--- src/rtl/nibble_serial_adder_if.sv ---
// Handshake and data bundle between a SAP datapath controller and nibble_serial_adder.
// Latency: none; wires only.
// Backpressure: none; a start raised while busy is simply not accepted.
// Signals: start/sub/a/b (controller -> adder), busy/done/sum/cout/zero/ovf (adder -> controller).
interface nibble_serial_adder_if #(
    parameter int WIDTH = 8
);
    logic             start;
    logic             sub;
    logic [WIDTH-1:0] a;
    logic [WIDTH-1:0] b;
    logic             busy;
    logic             done;
    logic [WIDTH-1:0] sum;
    logic             cout;
    logic             zero;
    logic             ovf;

    modport master (
        output start, sub, a, b,
        input  busy, done, sum, cout, zero, ovf
    );

    modport slave (
        input  start, sub, a, b,
        output busy, done, sum, cout, zero, ovf
    );
endinterface

--- src/rtl/nibble_serial_adder.sv ---
// Time-multiplexed add/subtract: one SLICE-bit '283-style slice reused over N = WIDTH/SLICE cycles.
// Latency: N+1 rising edges from the start sample to the done pulse; one result per N+1 cycles.
// Backpressure: start is only sampled in IDLE; a start while busy is dropped, never queued.
//
// Ports: clk, rst (synchronous, active-high), bus (nibble_serial_adder_if.slave):
//   start/sub/a/b in; busy, done (1-cycle pulse), sum, cout, zero, ovf out (all registered).
// Optional macro NIBBLE_SERIAL_ADDER_SAT_EN: saturate sum to signed max/min on overflow.
// WIDTH must be a non-zero multiple of SLICE.
module nibble_serial_adder #(
    parameter int WIDTH = 8,
    parameter int SLICE = 4
) (
    input  logic                  clk,
    input  logic                  rst,
    nibble_serial_adder_if.slave  bus
);
    localparam int N    = WIDTH / SLICE;
    localparam int IDXW = (N > 1) ? $clog2(N) : 1;
    localparam logic [IDXW-1:0] LAST_IDX = IDXW'(N - 1);

    typedef enum logic {IDLE, BUSY} state_t;

    state_t           state;
    logic [WIDTH-1:0] op_a;
    logic [WIDTH-1:0] op_b;     // already inverted for subtraction
    logic [WIDTH-1:0] acc;      // partial result, never exposed on sum
    logic             carry;
    logic [IDXW-1:0]  idx;

    logic             busy_q;
    logic             done_q;
    logic [WIDTH-1:0] sum_q;
    logic             cout_q;
    logic             zero_q;
    logic             ovf_q;

    // Slice datapath
    logic [SLICE-1:0] sl_a;
    logic [SLICE-1:0] sl_b;
    logic [SLICE-1:0] sl_g;
    logic [SLICE-1:0] sl_p;
    logic [SLICE-1:0] sl_sum;
    logic             cc;
    logic [WIDTH-1:0] word;     // accumulator with the current slice merged in
    logic [WIDTH-1:0] result;   // word after optional saturation
    logic             word_ovf;

    always_comb begin
        sl_a = op_a[idx*SLICE +: SLICE];
        sl_b = op_b[idx*SLICE +: SLICE];
        sl_g = sl_a & sl_b;
        sl_p = sl_a ^ sl_b;
        // Generate/propagate carry chain, the same formulation as the '283.
        cc     = carry;
        sl_sum = '0;
        for (int i = 0; i < SLICE; i++) begin
            sl_sum[i] = sl_p[i] ^ cc;
            cc        = sl_g[i] | (sl_p[i] & cc);
        end

        word = acc;
        word[idx*SLICE +: SLICE] = sl_sum;

        // op_b is the effective addend (~b for sub), so this one rule covers both operations.
        word_ovf = (op_a[WIDTH-1] == op_b[WIDTH-1]) && (word[WIDTH-1] != op_a[WIDTH-1]);

        result = word;
`ifdef NIBBLE_SERIAL_ADDER_SAT_EN
        if (word_ovf) begin
            result = op_a[WIDTH-1] ? {1'b1, {(WIDTH-1){1'b0}}} : {1'b0, {(WIDTH-1){1'b1}}};
        end
`endif
    end

    always_ff @(posedge clk) begin
        if (rst) begin
            state  <= IDLE;
            op_a   <= '0;
            op_b   <= '0;
            acc    <= '0;
            carry  <= 1'b0;
            idx    <= '0;
            busy_q <= 1'b0;
            done_q <= 1'b0;
            sum_q  <= '0;
            cout_q <= 1'b0;
            zero_q <= 1'b0;
            ovf_q  <= 1'b0;
        end else begin
            done_q <= 1'b0;
            case (state)
                IDLE: begin
                    if (bus.start) begin
                        op_a   <= bus.a;
                        op_b   <= bus.sub ? ~bus.b : bus.b;
                        carry  <= bus.sub;   // +1 completes the two's complement of b
                        acc    <= '0;
                        idx    <= '0;
                        busy_q <= 1'b1;
                        state  <= BUSY;
                    end
                end
                BUSY: begin
                    acc   <= word;
                    carry <= cc;
                    idx   <= idx + IDXW'(1);
                    if (idx == LAST_IDX) begin
                        sum_q  <= result;
                        cout_q <= cc;
                        zero_q <= (result == '0);
                        ovf_q  <= word_ovf;
                        done_q <= 1'b1;
                        busy_q <= 1'b0;
                        idx    <= '0;
                        state  <= IDLE;
                    end
                end
                default: state <= IDLE;
            endcase
        end
    end

    assign bus.busy = busy_q;
    assign bus.done = done_q;
    assign bus.sum  = sum_q;
    assign bus.cout = cout_q;
    assign bus.zero = zero_q;
    assign bus.ovf  = ovf_q;
endmodule
--- src/flat_wrapper.sv ---
// flat-port wrapper written by rule: the top's interface ports become plain ports
module nibble_serial_adder_flat 
#(
    parameter int WIDTH = 8,
    parameter int SLICE = 4
)
  (clk, rst, bus_start, bus_sub, bus_a, bus_b, bus_busy, bus_done, bus_sum, bus_cout, bus_zero, bus_ovf);
  nibble_serial_adder_if #(.WIDTH(WIDTH)) bus_i ();
  input  logic clk;
  input  logic rst;
  input wire logic [$bits(bus_i.start)-1:0] bus_start;
  input wire logic [$bits(bus_i.sub)-1:0] bus_sub;
  input wire logic [$bits(bus_i.a)-1:0] bus_a;
  input wire logic [$bits(bus_i.b)-1:0] bus_b;
  output wire logic [$bits(bus_i.busy)-1:0] bus_busy;
  output wire logic [$bits(bus_i.done)-1:0] bus_done;
  output wire logic [$bits(bus_i.sum)-1:0] bus_sum;
  output wire logic [$bits(bus_i.cout)-1:0] bus_cout;
  output wire logic [$bits(bus_i.zero)-1:0] bus_zero;
  output wire logic [$bits(bus_i.ovf)-1:0] bus_ovf;
  assign bus_i.start = bus_start;
  assign bus_i.sub = bus_sub;
  assign bus_i.a = bus_a;
  assign bus_i.b = bus_b;
  assign bus_busy = bus_i.busy;
  assign bus_done = bus_i.done;
  assign bus_sum = bus_i.sum;
  assign bus_cout = bus_i.cout;
  assign bus_zero = bus_i.zero;
  assign bus_ovf = bus_i.ovf;
  nibble_serial_adder #(.WIDTH(WIDTH), .SLICE(SLICE)) u_core (.clk(clk), .rst(rst), .bus(bus_i));
endmodule
--- config.mk ---
export PLATFORM = sky130hd
export DESIGN_NAME = nibble_serial_adder_flat
export DESIGN_NICKNAME = d
export VERILOG_FILES = /design/src/rtl/nibble_serial_adder_if.sv /design/src/rtl/nibble_serial_adder.sv /design/src/flat_wrapper.sv
export SDC_FILE = /design/constraint.sdc
export NUM_CORES = 1
export LEC_CHECK = 0
export ABC_AREA = 1
export ABC_CLOCK_PERIOD_IN_PS = 3720
export BUFFER_PORTS_ARGS = -buffer_cell sky130_fd_sc_hd__buf_2
export CORE_ASPECT_RATIO = 1.25
export CORE_MARGIN = 5
export CORE_UTILIZATION = 54
export DETAILED_ROUTE_END_ITERATION = 10
export PLACE_DENSITY = 0.9
export SLEW_MARGIN = 20
export SYNTH_ARGS = -nofsm -noshare
export SYNTH_HDL_FRONTEND = slang
export SYNTH_SLANG_ARGS = --single-unit
--- constraint.sdc ---
create_clock -name clk -period 3.72 [get_ports clk]
set_input_delay 0.558 -clock clk [delete_from_list [all_inputs] [get_ports clk]]
set_output_delay 0.558 -clock clk [all_outputs]
set_load 0.05 [all_outputs]
==> impl_metrics.yaml, run 1 <==
placement:
  gp_congestion: 0.8464
  pre_cts_ws_ns: 0.9064
  port_buffers: 32
  hpwl_um: 2613
power:
  pwr_density_cell_nw_per_um2: 459.8
  p_leak_nw: 0.9161
  max-vdd-ir-drop_v: 0.0003336
  finalPower_mw: 0.9229
worst_setup_path:
  cp-end-kind: "flop"
  required_ns: 3.96
  worst-path-max-fanout: 18
  reg2reg_from: "u_core.idx"
  critical_path_arrival_ns: 3.10
  critPathKind: "flop to flop"
  rr_worst_depth: 15
  r2r_setup_slack_ns: 0.86
  start_kind: "flop"
  r2r_end: "u_core.bus.ovf"
  crit_path_end: "u_core.bus.ovf"
  crit_path_start: "u_core.idx"
logic_synthesis:
  synth_xor_area_share_pct: 3.913
  synth_nets: 251
  synth.distinct_cells: 23
  syn-cell-area_um2: 1790
  synth_fa_ha_area_share_pct: 4.472
  netlist.area_leader.share_pct: 44.72
  synth.area.mux_share_pct: 1.118
  ys_seq_area_share_pct: 44.72
  ys_warn_count: 0
  yosys.area_share.simple_pct: 20.75
  synth_top_family_by_area: "simple AND/OR/NAND/NOR gates"
  synth_compound_area_share_pct: 15.72
  netlist_top_cells_area: "dfxtp_1, nand2_1, a21oi_1"
  synthCells: 227
  ys_seq_elements: 40
  synth.avg_cell_area_um2: 7.888
  yosysTopAreaCell: "dfxtp_1"
final_layout:
  nets: 280
  diodes: 0
  register_area_um2: 800.8
  multi_input_area_um2: 823.3
  fillers: 301
  drive_gt1_share_pct: 19.84
  syn_to_final_growth_pct: 12.09
global_routing:
  antenna_found_initial: 0
  met1_usage_pct: 17.91
  grt_pass1_vias: 1459
  gr-usage-met3_pct: 5.556
  overflow: 0
  grt_usage_pct: 18.01
  busiest_layer: "met2"
  grt_pass1_wl_um: 6023
  grt_max_degree: 24
  use_met2_pct: 31.55
clock_network:
  cts_hold_buf: 0
  cts_resized: 0
  path_clk_slew_ns: 0.07
  clockBufferDepth: 2
  clkLatencyLatePin_ns: 0.29
  cts_buffers: 5
  root_buffer: "clkbuf_8"
  ctsHtreeMaxLevel: 2
  tritoncts: "yes"
  post_cts_buffers: 0
  clock-sinks: 40
timing:
  layout_setup_ws_ns: 0.8591
  rsz0062_at_grt: "no"
  finalCritPeriodShare_pct: 76.91
  tns_ns: 0
  timing.fmax_ghz: 0.3495
  drv_slew: 0
  setup_viol: 0
  fin_skew_ns: 0.003665
  hold_viol: 0
  slew_headroom_pct: 67.55
  period_needed_ns: 2.861
  tightest_slew_ns: 0.4860
  holdWs_ns: 0.4536
routing:
  drt_iter0_markers: 43
  first_pass_iters: 4
  drc: 0
  wl_um: 3544
  routedWlPerCell_um: 12.05
  vias: 1511
  detail-route-antenna-nets: 0
  avgViaCountPerCell: 5.139
min_path:
  hold_path.class: "flop to flop"
floorplanning:
  core.rowCount: 23
  chipWidth_um: 61.50
  core_um2: 3194
  die_h_um: 74.38
  ioPinCount: 33
  floorplan.initialDensity_pct: 56.05
  dieArea_um2: 4574
status:
  status: "finished, final reports clean"
run:
  cap_violations: 0
[placed cells by master, fill, tap and decap left out, types with 2 or more instances in the layout]
cell type | netlist | routed
o21ai_0 | 17 | 17
nand3_1 | 7 | 7
nand2_2 | 2 | 2
xnor2_1 | 8 | 8
nand2_1 | 57 | 57
clkbuf_8 | 0 | 6
buf_2 | 4 | 32
o21ai_1 | 11 | 11
a22o_1 | 2 | 2
nor2_1 | 19 | 19
inv_2 | 5 | 5
inv_1 | 16 | 16
a21oi_1 | 19 | 19
dfxtp_1 | 40 | 40
nor2_4 | 2 | 2
fa_1 | 4 | 4
clkbuf_1 | 0 | 2
mux2i_1 | 2 | 2
[per-layer routing]
layer	vias to the layer above	routed length, µm
met4	0	120
met2	44	1760
met5	-	0
met3	10	245
li1	782	-
met1	675	1417
[how the worst min path moves through the flow]
stage / startpoint / endpoint / slack, ns / cells past startpoint
floorplan: u_core.op_a[2] / u_core.op_a[2] / 0.42 / 2
global placement: u_core.bus.cout / u_core.bus.cout / 0.43 / 2
detailed placement: u_core.bus.sum[3] / u_core.bus.sum[3] / 0.44 / 2
CTS: u_core.bus.sum[3] / u_core.bus.sum[3] / 0.46 / 2
global route: u_core.bus.ovf / u_core.bus.ovf / 0.48 / 2
finish: u_core.bus.ovf / u_core.bus.ovf / 0.45 / 2
[state kept, by name (all words and copies together), names as in the netlist]
signal           count
u_core.acc           8
u_core.bus.sum       8
u_core.op_a          8
u_core.op_b          8
u_core.bus.busy      1
u_core.bus.cout      1
u_core.bus.done      1
u_core.bus.ovf       1
u_core.bus.zero      1
u_core.carry         1
u_core.idx           1
u_core.state         1
[kinds of logic after synthesis]
family,Yosys count
compound gates,52
buf+inv,32
xor+xnor,8
flops,40
mux,2
simple gates,89
fa+ha+maj,4
[cell usage after synthesis]
cell / n
nand2_1: 57
dfxtp_1: 40
a21oi_1: 19
nor2_1: 19
o21ai_0: 17
inv_1: 16
o21ai_1: 11
xnor2_1: 8
nand3_1: 7
inv_2: 5
buf_2: 4
buf_6: 4
fa_1: 4
buf_4: 3
a22o_1: 2
mux2i_1: 2
nand2_2: 2
nor2_4: 2
a211oi_2: 1
a22oi_1: 1
nand3_2: 1
o21ai_2: 1
or2_1: 1
[power breakdown]
part / internal (mW) / total [mW] / leakage (nW) / switching (mW)
Clock: 0.151 / 0.294 / 0.0455 / 0.143
Sequential: 0.453 / 0.471 / 0.328 / 0.0175
Combinational: 0.0556 / 0.158 / 0.543 / 0.102
[stage by stage]
step                instance area (µm²)  instances  util (%)
floorplan                          1790        227         -
global placement                   1917        286     60.01
detailed placement                 1917        286     60.01
CTS                                2007        294     62.83
global route                       2007        294     62.83
finish                             2007        294     62.83
[worst max-delay path, cell delays in order, from the launching register on]
cell and delay, ns:
dfxtp_1 0.35, buf_4 0.22, nand2_1 0.07, nand2_1 0.07, fa_1 0.38, inv_1 0.07
fa_1 0.16, inv_1 0.06, fa_1 0.40, fa_1 0.49, inv_1 0.06, nand2_1 0.07
nand2_1 0.08, o21ai_0 0.20, nand2_1 0.09, nand2_1 0.06
[cell type report]
cell class                 count  area share [%]
multi-input combinational    155           41.02
sequential                    40           39.90
timing repair buffer          33           8.354
clock buffer                   8           4.489
tap                           37           2.307
inverter                      21           3.928
Note: power is estimated with default switching activity, not from simulation.
==> run 2: changes to the inputs <==
--- a/config.mk
+++ b/config.mk
@@ -6,13 +6,13 @@
 export NUM_CORES = 1
 export LEC_CHECK = 0
 export ABC_AREA = 1
-export ABC_CLOCK_PERIOD_IN_PS = 3720
+export ABC_CLOCK_PERIOD_IN_PS = 2470
 export BUFFER_PORTS_ARGS = -buffer_cell sky130_fd_sc_hd__buf_2
 export CORE_ASPECT_RATIO = 1.25
 export CORE_MARGIN = 5
-export CORE_UTILIZATION = 54
+export CORE_UTILIZATION = 49
 export DETAILED_ROUTE_END_ITERATION = 10
-export PLACE_DENSITY = 0.9
+export PLACE_DENSITY = 0.86
 export SLEW_MARGIN = 20
 export SYNTH_ARGS = -nofsm -noshare
 export SYNTH_HDL_FRONTEND = slang
==> constraint.sdc (replaced) <==
create_clock -name clk -period 2.47 [get_ports clk]
set_input_delay 0.3705 -clock clk [delete_from_list [all_inputs] [get_ports clk]]
set_output_delay 0.3705 -clock clk [all_outputs]
set_load 0.05 [all_outputs]
==> run 2 against run 1 <==
- the flow now finishes with violations (setup timing)
- highest routed layer unchanged
- non-clock buffer count is 8 higher
- combinational power grew 69%
- cell count is 3.4% higher
- flip-flop and latch count is the same
- critical path type unchanged
- total power grew 62%
- maximum frequency increased by 15%
- register-to-register slack worse by 0.88 ns
- setup slack got worse by 0.88 ns
==> impl_metrics.yaml, run 2 (synthesized netlist as in run 1, its figures left out) <==
routing:
  wl_um: 3712
  drt_iter0_markers: 78
  vias: 1532
  drc: 0
  detail-route-antenna-nets: 0
  routedWlPerCell_um: 12.21
  first_pass_iters: 4
  avgViaCountPerCell: 5.039
global_routing:
  grt_usage_pct: 15.56
  antenna_found_initial: 0
  grt_pass1_wl_um: 6127
  grt_pass1_vias: 1384
  grt_max_degree: 24
  overflow: 0
worst_setup_path:
  path_cells: "inv_4 -> nand2_2 -> nand2_2 -> fa_2 -> inv_2 -> fa_2 -> inv_2 -> fa_2 -> fa_1 -> inv_2 -> nand2_2 -> nand2_2 -> nand2_1 -> nor2_1 -> nand3_1 -> nand2_1"
  cp-end-kind: "flop"
  cpMostUsedCell: "nand2_2"
  cpPeakStageDelay_ns: 0.50
  required_ns: 2.67
  critical_path.top_delay_family: "adder cells"
  critPathSlowestCell: "fa_1"
  worst-path-max-fanout: 6
  path_buf_inv: 4
  critical_path_arrival_ns: 2.69
  start_kind: "flop"
  r2r_setup_slack_ns: -0.02
  critPathKind: "flop to flop"
floorplanning:
  dieArea_um2: 4970
  ioPinCount: 33
  die_h_um: 77.59
  core_um2: 3513
  chipWidth_um: 64.07
  floorplan.initialDensity_pct: 50.96
  core.rowCount: 24
timing:
  hold_viol: 0
  timing.fmax_ghz: 0.4015
  fin_skew_ns: 0.006310
  setup_viol: 3
  rsz0062_at_grt: "yes"
  tightest_slew_ns: 0.3318
  holdWs_ns: 0.3108
  finalCritPeriodShare_pct: 100.8
  period_needed_ns: 2.491
  drv_slew: 0
  slew_headroom_pct: 77.85
  layout_setup_ws_ns: -0.02080
  tns_ns: -0.04520
placement:
  pre_cts_ws_ns: -0.09074
  hpwl_um: 2734
  port_buffers: 32
  gp_congestion: 0.8498
  dp.cells: 294
final_layout:
  final_cell_mix: "nand2_1, dfxtp_1, buf_2, nor2_1, a21oi_1"
  stdcell_count: 304
  drive_gt1_share_pct: 28.30
  syn_to_final_growth_pct: 18.80
  nets: 288
  diodes: 0
  final_common_cell: "nand2_1"
clock_network:
  clkLatencyLatePin_ns: 0.30
  root_buffer: "clkbuf_8"
  clock-sinks: 40
  cts_buffers: 5
  ctsHtreeMaxLevel: 2
  clockBufferDepth: 2
  path_clk_slew_ns: 0.08
  tritoncts: "yes"
power:
  finalPower_mw: 1.496
  pwr_density_cell_nw_per_um2: 703.2
  p_leak_nw: 0.9597
  max-vdd-ir-drop_v: 0.0005816
min_path:
  hold_path.class: "input pin to flop"
run:
  cap_violations: 0
status:
  violations: "setup timing"
  status: "finished with violations"
run 2: timing repair:
| item | 4_1_cts | 5_1_grt |
|---|---|---|
| setup endpoints to repair | 2 | 5 |
| gates resized for setup | 9 | 3 |
| pin swaps | 1 | 2 |
| buffers inserted | 1 | 1 |
| hold buffers | 0 | 0 |
run 2: final timing paths:
path	startpoint	end	cells after the start
setup / recovery	u_core.idx	u_core.bus.zero	16
hold / removal	bus_a[3]	u_core.op_a[3]	3
setup reg to reg	u_core.idx	u_core.bus.zero	16
hold reg to reg	u_core.bus.sum[6]	u_core.bus.sum[6]	2
run 2: routing by layer:
layer / vias to the layer above / track usage, % / share of wire, %
li1: 797 / - / -
met1: 674 / 18.29 / 39
met2: 52 / 25.05 / 51
met3: 9 / 4.624 / 7.2
met4: 0 / 8.524 / 2.7
met5: - / 0 / 0
run 2: stage by stage:
step	instance area, µm²	util [%]
floorplan	1799	-
global placement	1973	56.16
detailed placement	1973	56.16
CTS	2107	59.97
global route	2127	60.54
finish	2127	60.54
run 2: area by class of cell:
| type | count | area (µm²) |
|---|---|---|
| Inverter | 21 | 81.33 |
| Clock buffer | 5 | 68.82 |
| Sequential cell | 40 | 804.5 |
| Clock inverter | 3 | 42.54 |
| Fill cell | 311 | 1386 |
| Multi-Input combinational cell | 155 | 853.3 |
| Tap cell | 39 | 48.80 |
| Timing Repair Buffer | 41 | 227.7 |
run 2: where the power goes:
part           switching, mW  internal [mW]  total (mW)
clock network          0.225          0.299       0.524
registers             0.0233          0.682       0.705
logic                  0.166          0.100       0.267
run 2: tightest hold or removal path, cell delays in order:
cell and delay (ns):
buf_2 0.08, o21ai_1 0.05, nor2_1 0.07
